==> src/rtl/memory_arbiter_if.sv <==
// rtl/memory_arbiter_if.sv - fetch, data and RAM-side signal bundle for memory_arbiter
interface memory_arbiter_if;
  logic        iREN;
  logic [31:0] iaddr;
  logic [31:0] iload;
  logic        iwait;
  logic        dREN;
  logic        dWEN;
  logic [31:0] daddr;
  logic [31:0] dstore;
  logic [31:0] dload;
  logic        dwait;
  logic        ramREN;
  logic        ramWEN;
  logic [31:0] ramaddr;
  logic [31:0] ramstore;
  logic [31:0] ramload;
  logic [1:0]  ramstate;
  logic        err;

  // Arbiter side: takes requests and RAM status, drives responses and RAM strobes.
  modport slave (
    input  iREN, iaddr, dREN, dWEN, daddr, dstore, ramload, ramstate,
    output iload, iwait, dload, dwait, ramREN, ramWEN, ramaddr, ramstore, err
  );

  // Environment side: CPU requesters plus the RAM model.
  modport master (
    output iREN, iaddr, dREN, dWEN, daddr, dstore, ramload, ramstate,
    input  iload, iwait, dload, dwait, ramREN, ramWEN, ramaddr, ramstore, err
  );
endinterface

==> src/rtl/memory_arbiter.sv <==
// rtl/memory_arbiter.sv - round-robin fetch/data arbiter in front of a single-port RAM with access timeout
module memory_arbiter #(
  parameter int unsigned TIMEOUT = 15
) (
  input  logic             CLK,
  input  logic             nRST,
  memory_arbiter_if.slave  bus
);

  typedef enum logic [1:0] {IDLE, DACC, IACC, ABORT} state_t;

  localparam logic [1:0] RAM_ACCESS = 2'b10;
  localparam logic [1:0] RAM_ERROR  = 2'b11;
  localparam logic       SIDE_D     = 1'b0;
  localparam logic       SIDE_I     = 1'b1;
  // Counter value seen in the last access cycle allowed before giving up.
  localparam logic [7:0] LAST_CYCLE = 8'(TIMEOUT - 1);

  state_t      state;
  logic        last_grant;
  logic [7:0]  cnt;
  logic [31:0] addr_q;
  logic [31:0] store_q;
  logic        ren_q;
  logic        wen_q;
  logic        err_q;
  logic [31:0] iload_q;
  logic [31:0] dload_q;

  logic        in_access;
  logic        done;
  logic        fail;
  logic        d_req;
  logic        grant_d;
  logic        grant_i;

  // Arbitration and completion/abort decisions for the current cycle.
  always_comb begin
    in_access = (state == DACC) || (state == IACC);
    done      = in_access && (bus.ramstate == RAM_ACCESS);
    fail      = in_access && !done && ((bus.ramstate == RAM_ERROR) || (cnt == LAST_CYCLE));
    d_req     = bus.dREN || bus.dWEN;
    // On a tie the side that was not served last wins; reset leaves fetch as last so data wins first.
    grant_d   = d_req && (!bus.iREN || (last_grant == SIDE_I));
    grant_i   = bus.iREN && !grant_d;
  end

  // Access FSM: latches the granted request and owns all registered outputs.
  always_ff @(posedge CLK) begin
    if (!nRST) begin
      state      <= IDLE;
      last_grant <= SIDE_I;
      cnt        <= 8'd0;
      addr_q     <= 32'd0;
      store_q    <= 32'd0;
      ren_q      <= 1'b0;
      wen_q      <= 1'b0;
      err_q      <= 1'b0;
      iload_q    <= 32'd0;
      dload_q    <= 32'd0;
    end else begin
      case (state)
        IDLE: begin
          err_q <= 1'b0;
          cnt   <= 8'd0;
          if (grant_d) begin
            state   <= DACC;
            addr_q  <= bus.daddr;
            store_q <= bus.dstore;
            // A simultaneous read and write request is served as a write.
            ren_q   <= !bus.dWEN;
            wen_q   <= bus.dWEN;
          end else if (grant_i) begin
            state  <= IACC;
            addr_q <= bus.iaddr;
            ren_q  <= 1'b1;
            wen_q  <= 1'b0;
          end
        end
        DACC, IACC: begin
          if (done) begin
            state      <= IDLE;
            ren_q      <= 1'b0;
            wen_q      <= 1'b0;
            last_grant <= (state == IACC) ? SIDE_I : SIDE_D;
            if (ren_q && (state == IACC)) iload_q <= bus.ramload;
            if (ren_q && (state == DACC)) dload_q <= bus.ramload;
          end else if (fail) begin
            // Aborted access still counts as a turn so the other side is not starved.
            state      <= ABORT;
            ren_q      <= 1'b0;
            wen_q      <= 1'b0;
            err_q      <= 1'b1;
            last_grant <= (state == IACC) ? SIDE_I : SIDE_D;
          end else begin
            cnt <= cnt + 8'd1;
          end
        end
        ABORT: begin
          state <= IDLE;
          err_q <= 1'b0;
        end
        default: begin
          state <= IDLE;
          ren_q <= 1'b0;
          wen_q <= 1'b0;
          err_q <= 1'b0;
        end
      endcase
    end
  end

  // Waits and loads bypass the registers only in the completion cycle.
  always_comb begin
    bus.iwait    = !(done && (state == IACC));
    bus.dwait    = !(done && (state == DACC));
    bus.iload    = (done && (state == IACC) && ren_q) ? bus.ramload : iload_q;
    bus.dload    = (done && (state == DACC) && ren_q) ? bus.ramload : dload_q;
    bus.ramREN   = ren_q;
    bus.ramWEN   = wen_q;
    bus.ramaddr  = addr_q;
    bus.ramstore = store_q;
    bus.err      = err_q;
  end

endmodule

==> src/flat_wrapper.sv <==
// flat-port wrapper written by rule: the top's interface ports become plain ports
module memory_arbiter_flat 
#(
  parameter int unsigned TIMEOUT = 15
)
  (CLK, nRST, bus_iREN, bus_iaddr, bus_dREN, bus_dWEN, bus_daddr, bus_dstore, bus_ramload, bus_ramstate, bus_iload, bus_iwait, bus_dload, bus_dwait, bus_ramREN, bus_ramWEN, bus_ramaddr, bus_ramstore, bus_err);
  memory_arbiter_if bus_i ();
  input  logic CLK;
  input  logic nRST;
  input wire logic [$bits(bus_i.iREN)-1:0] bus_iREN;
  input wire logic [$bits(bus_i.iaddr)-1:0] bus_iaddr;
  input wire logic [$bits(bus_i.dREN)-1:0] bus_dREN;
  input wire logic [$bits(bus_i.dWEN)-1:0] bus_dWEN;
  input wire logic [$bits(bus_i.daddr)-1:0] bus_daddr;
  input wire logic [$bits(bus_i.dstore)-1:0] bus_dstore;
  input wire logic [$bits(bus_i.ramload)-1:0] bus_ramload;
  input wire logic [$bits(bus_i.ramstate)-1:0] bus_ramstate;
  output wire logic [$bits(bus_i.iload)-1:0] bus_iload;
  output wire logic [$bits(bus_i.iwait)-1:0] bus_iwait;
  output wire logic [$bits(bus_i.dload)-1:0] bus_dload;
  output wire logic [$bits(bus_i.dwait)-1:0] bus_dwait;
  output wire logic [$bits(bus_i.ramREN)-1:0] bus_ramREN;
  output wire logic [$bits(bus_i.ramWEN)-1:0] bus_ramWEN;
  output wire logic [$bits(bus_i.ramaddr)-1:0] bus_ramaddr;
  output wire logic [$bits(bus_i.ramstore)-1:0] bus_ramstore;
  output wire logic [$bits(bus_i.err)-1:0] bus_err;
  assign bus_i.iREN = bus_iREN;
  assign bus_i.iaddr = bus_iaddr;
  assign bus_i.dREN = bus_dREN;
  assign bus_i.dWEN = bus_dWEN;
  assign bus_i.daddr = bus_daddr;
  assign bus_i.dstore = bus_dstore;
  assign bus_i.ramload = bus_ramload;
  assign bus_i.ramstate = bus_ramstate;
  assign bus_iload = bus_i.iload;
  assign bus_iwait = bus_i.iwait;
  assign bus_dload = bus_i.dload;
  assign bus_dwait = bus_i.dwait;
  assign bus_ramREN = bus_i.ramREN;
  assign bus_ramWEN = bus_i.ramWEN;
  assign bus_ramaddr = bus_i.ramaddr;
  assign bus_ramstore = bus_i.ramstore;
  assign bus_err = bus_i.err;
  memory_arbiter #(.TIMEOUT(TIMEOUT)) u_core (.CLK(CLK), .nRST(nRST), .bus(bus_i));
endmodule
==> config.mk <==
export PLATFORM = sky130hd
export DESIGN_NAME = memory_arbiter_flat
export DESIGN_NICKNAME = d
export VERILOG_FILES = /design/src/rtl/memory_arbiter_if.sv /design/src/rtl/memory_arbiter.sv /design/src/flat_wrapper.sv
export SDC_FILE = /design/constraint.sdc
export NUM_CORES = 1
export LEC_CHECK = 0
export CAP_MARGIN = 20
export CORE_ASPECT_RATIO = 0.75
export CORE_MARGIN = 2
export CORE_UTILIZATION = 45
export DETAILED_ROUTE_END_ITERATION = 7
export PLACE_DENSITY = 0.83
export SETUP_SLACK_MARGIN = 0.2
export SLEW_MARGIN = 25
export SYNTH_ARGS = -nofsm -noshare
export SYNTH_HDL_FRONTEND = slang
export SYNTH_SLANG_ARGS = --single-unit
==> constraint.sdc <==
create_clock -name CLK -period 4.89 [get_ports CLK]
set_clock_uncertainty 0.1 [all_clocks]
set_input_delay 0.978 -clock CLK [delete_from_list [all_inputs] [get_ports CLK]]
set_output_delay 0.978 -clock CLK [all_outputs]
set_load 0.01 [all_outputs]
=== After elaboration in Yosys (flattened, before gate mapping) ===
Cells that the tools add are included.

* Flip-flop bits (word level): 142
* Bits of input ports: 135
* Output and inout port bits: 133

* Add/sub/neg operators: 1
* Equal/unequal tests: 11
* Multiplexer cells: 26
* Reduce and logical (&&, ||, !) cells: 36

{| class="wikitable"
|+ Operators with widths
! operator !! count
|-
| 32-bit 2-to-1 mux || 4
|-
| 8-bit 2-to-1 mux || 2
|-
| 8-bit case mux with 2 select lines || 1
|-
| 3-bit AND reduction || 4
|-
| 1-bit logical AND || 11
|-
| 1-bit 2-to-1 mux || 11
|-
| 2-bit AND reduction || 5
|-
| 8-bit by 1-bit adder with 8-bit output, second input constant || 1
|-
| 2-bit equality test, second input constant || 4
|-
| 8-bit by 4-bit equality test with 1-bit output, second input constant || 1
|-
| 2-bit 2-to-1 mux || 4
|-
| 1-bit logical NOT || 6
|-
| 3-bit by 1-bit inequality test with 1-bit output, second input constant || 2
|-
| 1-bit case mux with 2 select lines || 3
|-
| 2-bit case mux with 3 select lines || 1
|-
| 2-bit nonzero test || 3
|-
| 1-bit logical OR || 4
|-
| 2-bit inequality test, second input constant || 2
|-
| 2-bit OR reduction || 2
|-
| 2-bit by 1-bit equality test with 1-bit output, second input constant || 1
|-
| 2-bit logical NOT || 1
|-
| 2-bit by 1-bit inequality test with 1-bit output, second input constant || 1
|}

=== Logic depth before layout (Yosys ltp) ===
* Depth after elaboration: 9
* Mapped depth: 7
* Gate-level depth less buffers: 6

=== Least setup slack after synthesis ===
Ideal clock, no wire load.

* Path type: input-to-output
* Start point: input port bus_ramstate[0]
* End point: output port bus_iload[10]
* Arrival: 1960 ps
* Required time: 3812 ps
* Slack: 1852 ps
* Cell stages on the path: 4
* Path buffers: 1
* Cell sequence: and2b_1 nand4_1 buf_2 mux2_2

* Word-level cells in the longest chain between the ends: 5

{| class="wikitable"
|+ RTL lines
! element !! RTL line !! text
|-
| start, declared || flat_wrapper.sv:17 || <nowiki>input wire logic [$bits(bus_i.ramstate)-1:0] bus_ramstate;</nowiki>
|-
| 2-bit equality test || memory_arbiter.sv:40 || <nowiki>done = in_access && (bus.ramstate == RAM_ACCESS);</nowiki>
|-
| 1-bit logical AND || memory_arbiter.sv:40 ||
|-
| 1-bit logical AND (2 in series) || memory_arbiter.sv:117 || <nowiki>bus.iload = (done && (state == IACC) && ren_q) ? bus.ramload : iload_q;</nowiki>
|-
| 32-bit 2-to-1 mux || memory_arbiter.sv:117 ||
|-
| end, declared || flat_wrapper.sv:18 || <nowiki>output wire logic [$bits(bus_i.iload)-1:0] bus_iload;</nowiki>
|}

Every way passes these cells.

=== Final worst setup path ===
* Start point: input port bus_ramstate[1]
* End point: output port bus_dload[14]

* Word-level cells in the longest chain between the ends: 5

{| class="wikitable"
|+ RTL lines
! element !! RTL line !! text
|-
| 2-bit equality test || memory_arbiter.sv:40 ||
|-
| 1-bit logical AND || memory_arbiter.sv:40 ||
|-
| 1-bit logical AND (2 in series) || memory_arbiter.sv:118 || <nowiki>bus.dload = (done && (state == DACC) && ren_q) ? bus.ramload : dload_q;</nowiki>
|-
| 32-bit 2-to-1 mux || memory_arbiter.sv:118 ||
|-
| end, declared || flat_wrapper.sv:20 || <nowiki>output wire logic [$bits(bus_i.dload)-1:0] bus_dload;</nowiki>
|}

Every way passes these cells.

==> impl_metrics.json <==
{
  "antenna_found_initial": 0,
  "ys_ff_latch": 142,
  "hold_class": "reg -> reg",
  "syn2layout_area_growth_pct": 57.8,
  "io_buffers": 267,
  "critical_path_class": "in -> out",
  "die_h_um": 103,
  "postCtsSetupRepairBufs": 0,
  "fin_crit_sh_pct": 86.2,
  "rsz0062_at_grt": "no",
  "drt_iter0_drc": 192,
  "via_per_inst": 5.01,
  "setup_viol": 0,
  "holdWs_ps": 355,
  "fin_nets": 987,
  "grt-ovfl-total": 0,
  "endpoint_kind": "output pin",
  "fmax_mhz": 237,
  "crit_path_frequent_cell": "clkdlybuf4s50_1",
  "die-area_um2": 13900,
  "htreeDepth": 4,
  "cts.sink_count": 142,
  "maxSlewViolCount": 0,
  "start_util_pct": 46.7,
  "worstPathRequired_ps": 3810,
  "post_cts_resized": 0,
  "final_cell_mix": "clkdlybuf4s50_1 (266), dfxtp_1 (142), nand2_1 (72), and2_1 (65), mux2_2 (64)",
  "dr_total_vias": 5126,
  "cts_tree": "built",
  "syn_nets": 738,
  "synth.avg_cell_area_um2": 9.78,
  "syn-cell-area_um2": 5830,
  "cts_hold_buf": 0,
  "critPathTopFamily": "buffers and inverters",
  "tightestPinTransition_ps": 955,
  "total_power_mw": 4.14,
  "irDropWorstVdd_mv": 0.314,
  "drtAntennaViolNets": 0,
  "drive_gt1_share_pct": 12.6,
  "wl_per_cell_um": 15.5,
  "grt_use_total_pct": 22.7,
  "cts-root-buf": "clkbuf_16",
  "final_hold_viol_count": 0,
  "clk_path_buf_depth": 2,
  "die_w_um": 135,
  "crit_fanout": 32,
  "synth_seq_area_share_pct": 48.8,
  "wirelength_um": 15900,
  "path_cells": "clkdlybuf4s50_1, and2b_1, nand4_1, buf_4, mux2_2, clkdlybuf4s50_1",
  "rows": 35,
  "clk_latency_ps": 410,
  "cts_buffers": 17,
  "critPathSlowestCell": "clkdlybuf4s50_1",
  "drv_cap": 0,
  "cp.arrival_ps": 3140,
  "diodes": 0,
  "grt_pass1_vias": 5111,
  "cp-start-kind": "input pin",
  "dr.pass1.iters": 4,
  "final_common_cell": "clkdlybuf4s50_1",
  "p_per_area_nw_per_um2": 450,
  "hpwl_um": 11700,
  "io_pins": 268,
  "max_stage_delay_ps": 500,
  "coreArea_um2": 12500,
  "drc": 0,
  "period_minus_slack_ps": 4210,
  "synth.distinct_cells": 37,
  "outcome": "finished clean",
  "p_leak_nw": 3.80,
  "crit_buf_inv": 3,
  "grt_start_max_net_pins": 80,
  "grt_pass1_wl_um": 24900,
  "yosysWarnings": 0,
  "clkSlewWorstSetupHoldPaths_ps": 50,
  "slew_headroom_pct": 36.3,
  "tns_ps": 0,
  "gp_congestion": 0.800,
  "netlist_instances": 596
}
==> through the flow <==
step                      utilization (%)  worst slack (ps)  area (um2)  std cells
after detailed placement             68.7               697        8580        992
after global placement               68.7               702        8570        992
final                                73.7               677        9200       1023
after global routing                 73.7               584        9200       1023
after CTS                            73.7               669        9200       1023
after floorplan                         -              1850        5830        596
==> synth_stat cells <==
master	n	area (um2)
or2_2	1	6.26
a31oi_1	1	6.26
o211a_1	1	10.0
nor4b_4	1	23.8
a31o_2	1	8.76
or3_1	4	25.0
o21ai_0	8	40.0
and4b_1	1	10.0
nand2_1	72	270
buf_2	10	50.1
and3_1	2	12.5
or4_1	1	7.51
buf_6	1	11.3
dfxtp_1	142	2840
nand3_1	12	60.1
and2_1	66	413
a211o_1	1	8.76
nand4_1	6	37.5
nand3b_1	3	22.5
nor3_1	3	15.0
and2b_1	1	7.51
a211oi_1	32	240
clkbuf_1	30	113
o31ai_1	1	7.51
and4_1	1	8.76
a22oi_1	1	7.51
nor2b_1	1	6.26
a21oi_2	1	8.76
inv_1	5	18.8
ha_1	7	87.6
nor2_1	36	135
nand2b_1	1	6.26
mux2_2	64	721
a21boi_0	2	15.0
mux2i_1	36	360
a21o_1	2	15.0
a21oi_1	38	190
==> worst register-to-register path, cell delays in order, from the launching register on <==
cell	delay [ps]
dfxtp_1	400
inv_1	110
ha_1	500
nor4b_4	220
a211o_1	400
or4_1	530
a21oi_1	160
==> layout make-up <==
cell class,instances,area [um2]
multi-input combinational,408,2810
tap,166,208
sequential,142,2840
fill,898,3280
inverter,5,21.3
clock buffer,18,429
timing repair buffer,271,2700
clock inverter,13,189
==> power by group <==
part	total, mW	switching (mW)	internal, mW
sequential	1.46	0.105	1.35
combinational	1.34	0.691	0.646
clock	1.35	0.492	0.855
==> path summary, 6_finish.rpt <==
| path | from | end | slack, ps | cells past startpoint |
|---|---|---|---|---|
| max | bus_ramstate[1] | bus_dload[14] | 680 | 6 |
| min | u_core.bus.ramstore[14]$_SDFFE_PN0P_ | u_core.bus.ramstore[14]$_SDFFE_PN0P_ | 350 | 2 |
| min reg2reg | u_core.bus.ramstore[14]$_SDFFE_PN0P_ | u_core.bus.ramstore[14]$_SDFFE_PN0P_ | 350 | 2 |
| max reg2reg | u_core.state[0]$_SDFFE_PN0P_ | u_core.cnt[5]$_SDFFE_PN0P_ | 2410 | 6 |
==> metal layers <==
| metal | vias up | GRT usage, % | part of all wire (%) |
|---|---|---|---|
| li1 | 2550 | - | - |
| met1 | 2368 | 26.3 | 41 |
| met2 | 189 | 41.1 | 51 |
| met3 | 19 | 6.34 | 6.2 |
| met4 | 0 | 7.69 | 1.7 |
| met5 | - | 0 | 0 |
==> state kept, by name (all words and copies together), names as in the netlist <==
| register | cells |
|---|---|
| u_core.bus.ramstore | 32 |
| u_core.last_grant | 1 |
| u_core.bus.ramREN | 1 |
| u_core.iload_q | 32 |
| u_core.dload_q | 32 |
| u_core.bus.ramaddr | 32 |
| u_core.bus.err | 1 |
| u_core.bus.ramWEN | 1 |
| u_core.state | 2 |
| u_core.cnt | 8 |
==> cells by family after synthesis <==
| logic type | Yosys count | synth area share (%) |
|---|---|---|
| adders and majority gates | 7 | 1.50 |
| muxes | 100 | 18.5 |
| DFF | 142 | 48.8 |
| AOI/OAI and AO/OA | 89 | 9.57 |
| and+or+nand+nor | 212 | 18.3 |
| buffers and inverters | 46 | 3.31 |
No activity file was read; power rests on OpenSTA's default activity.
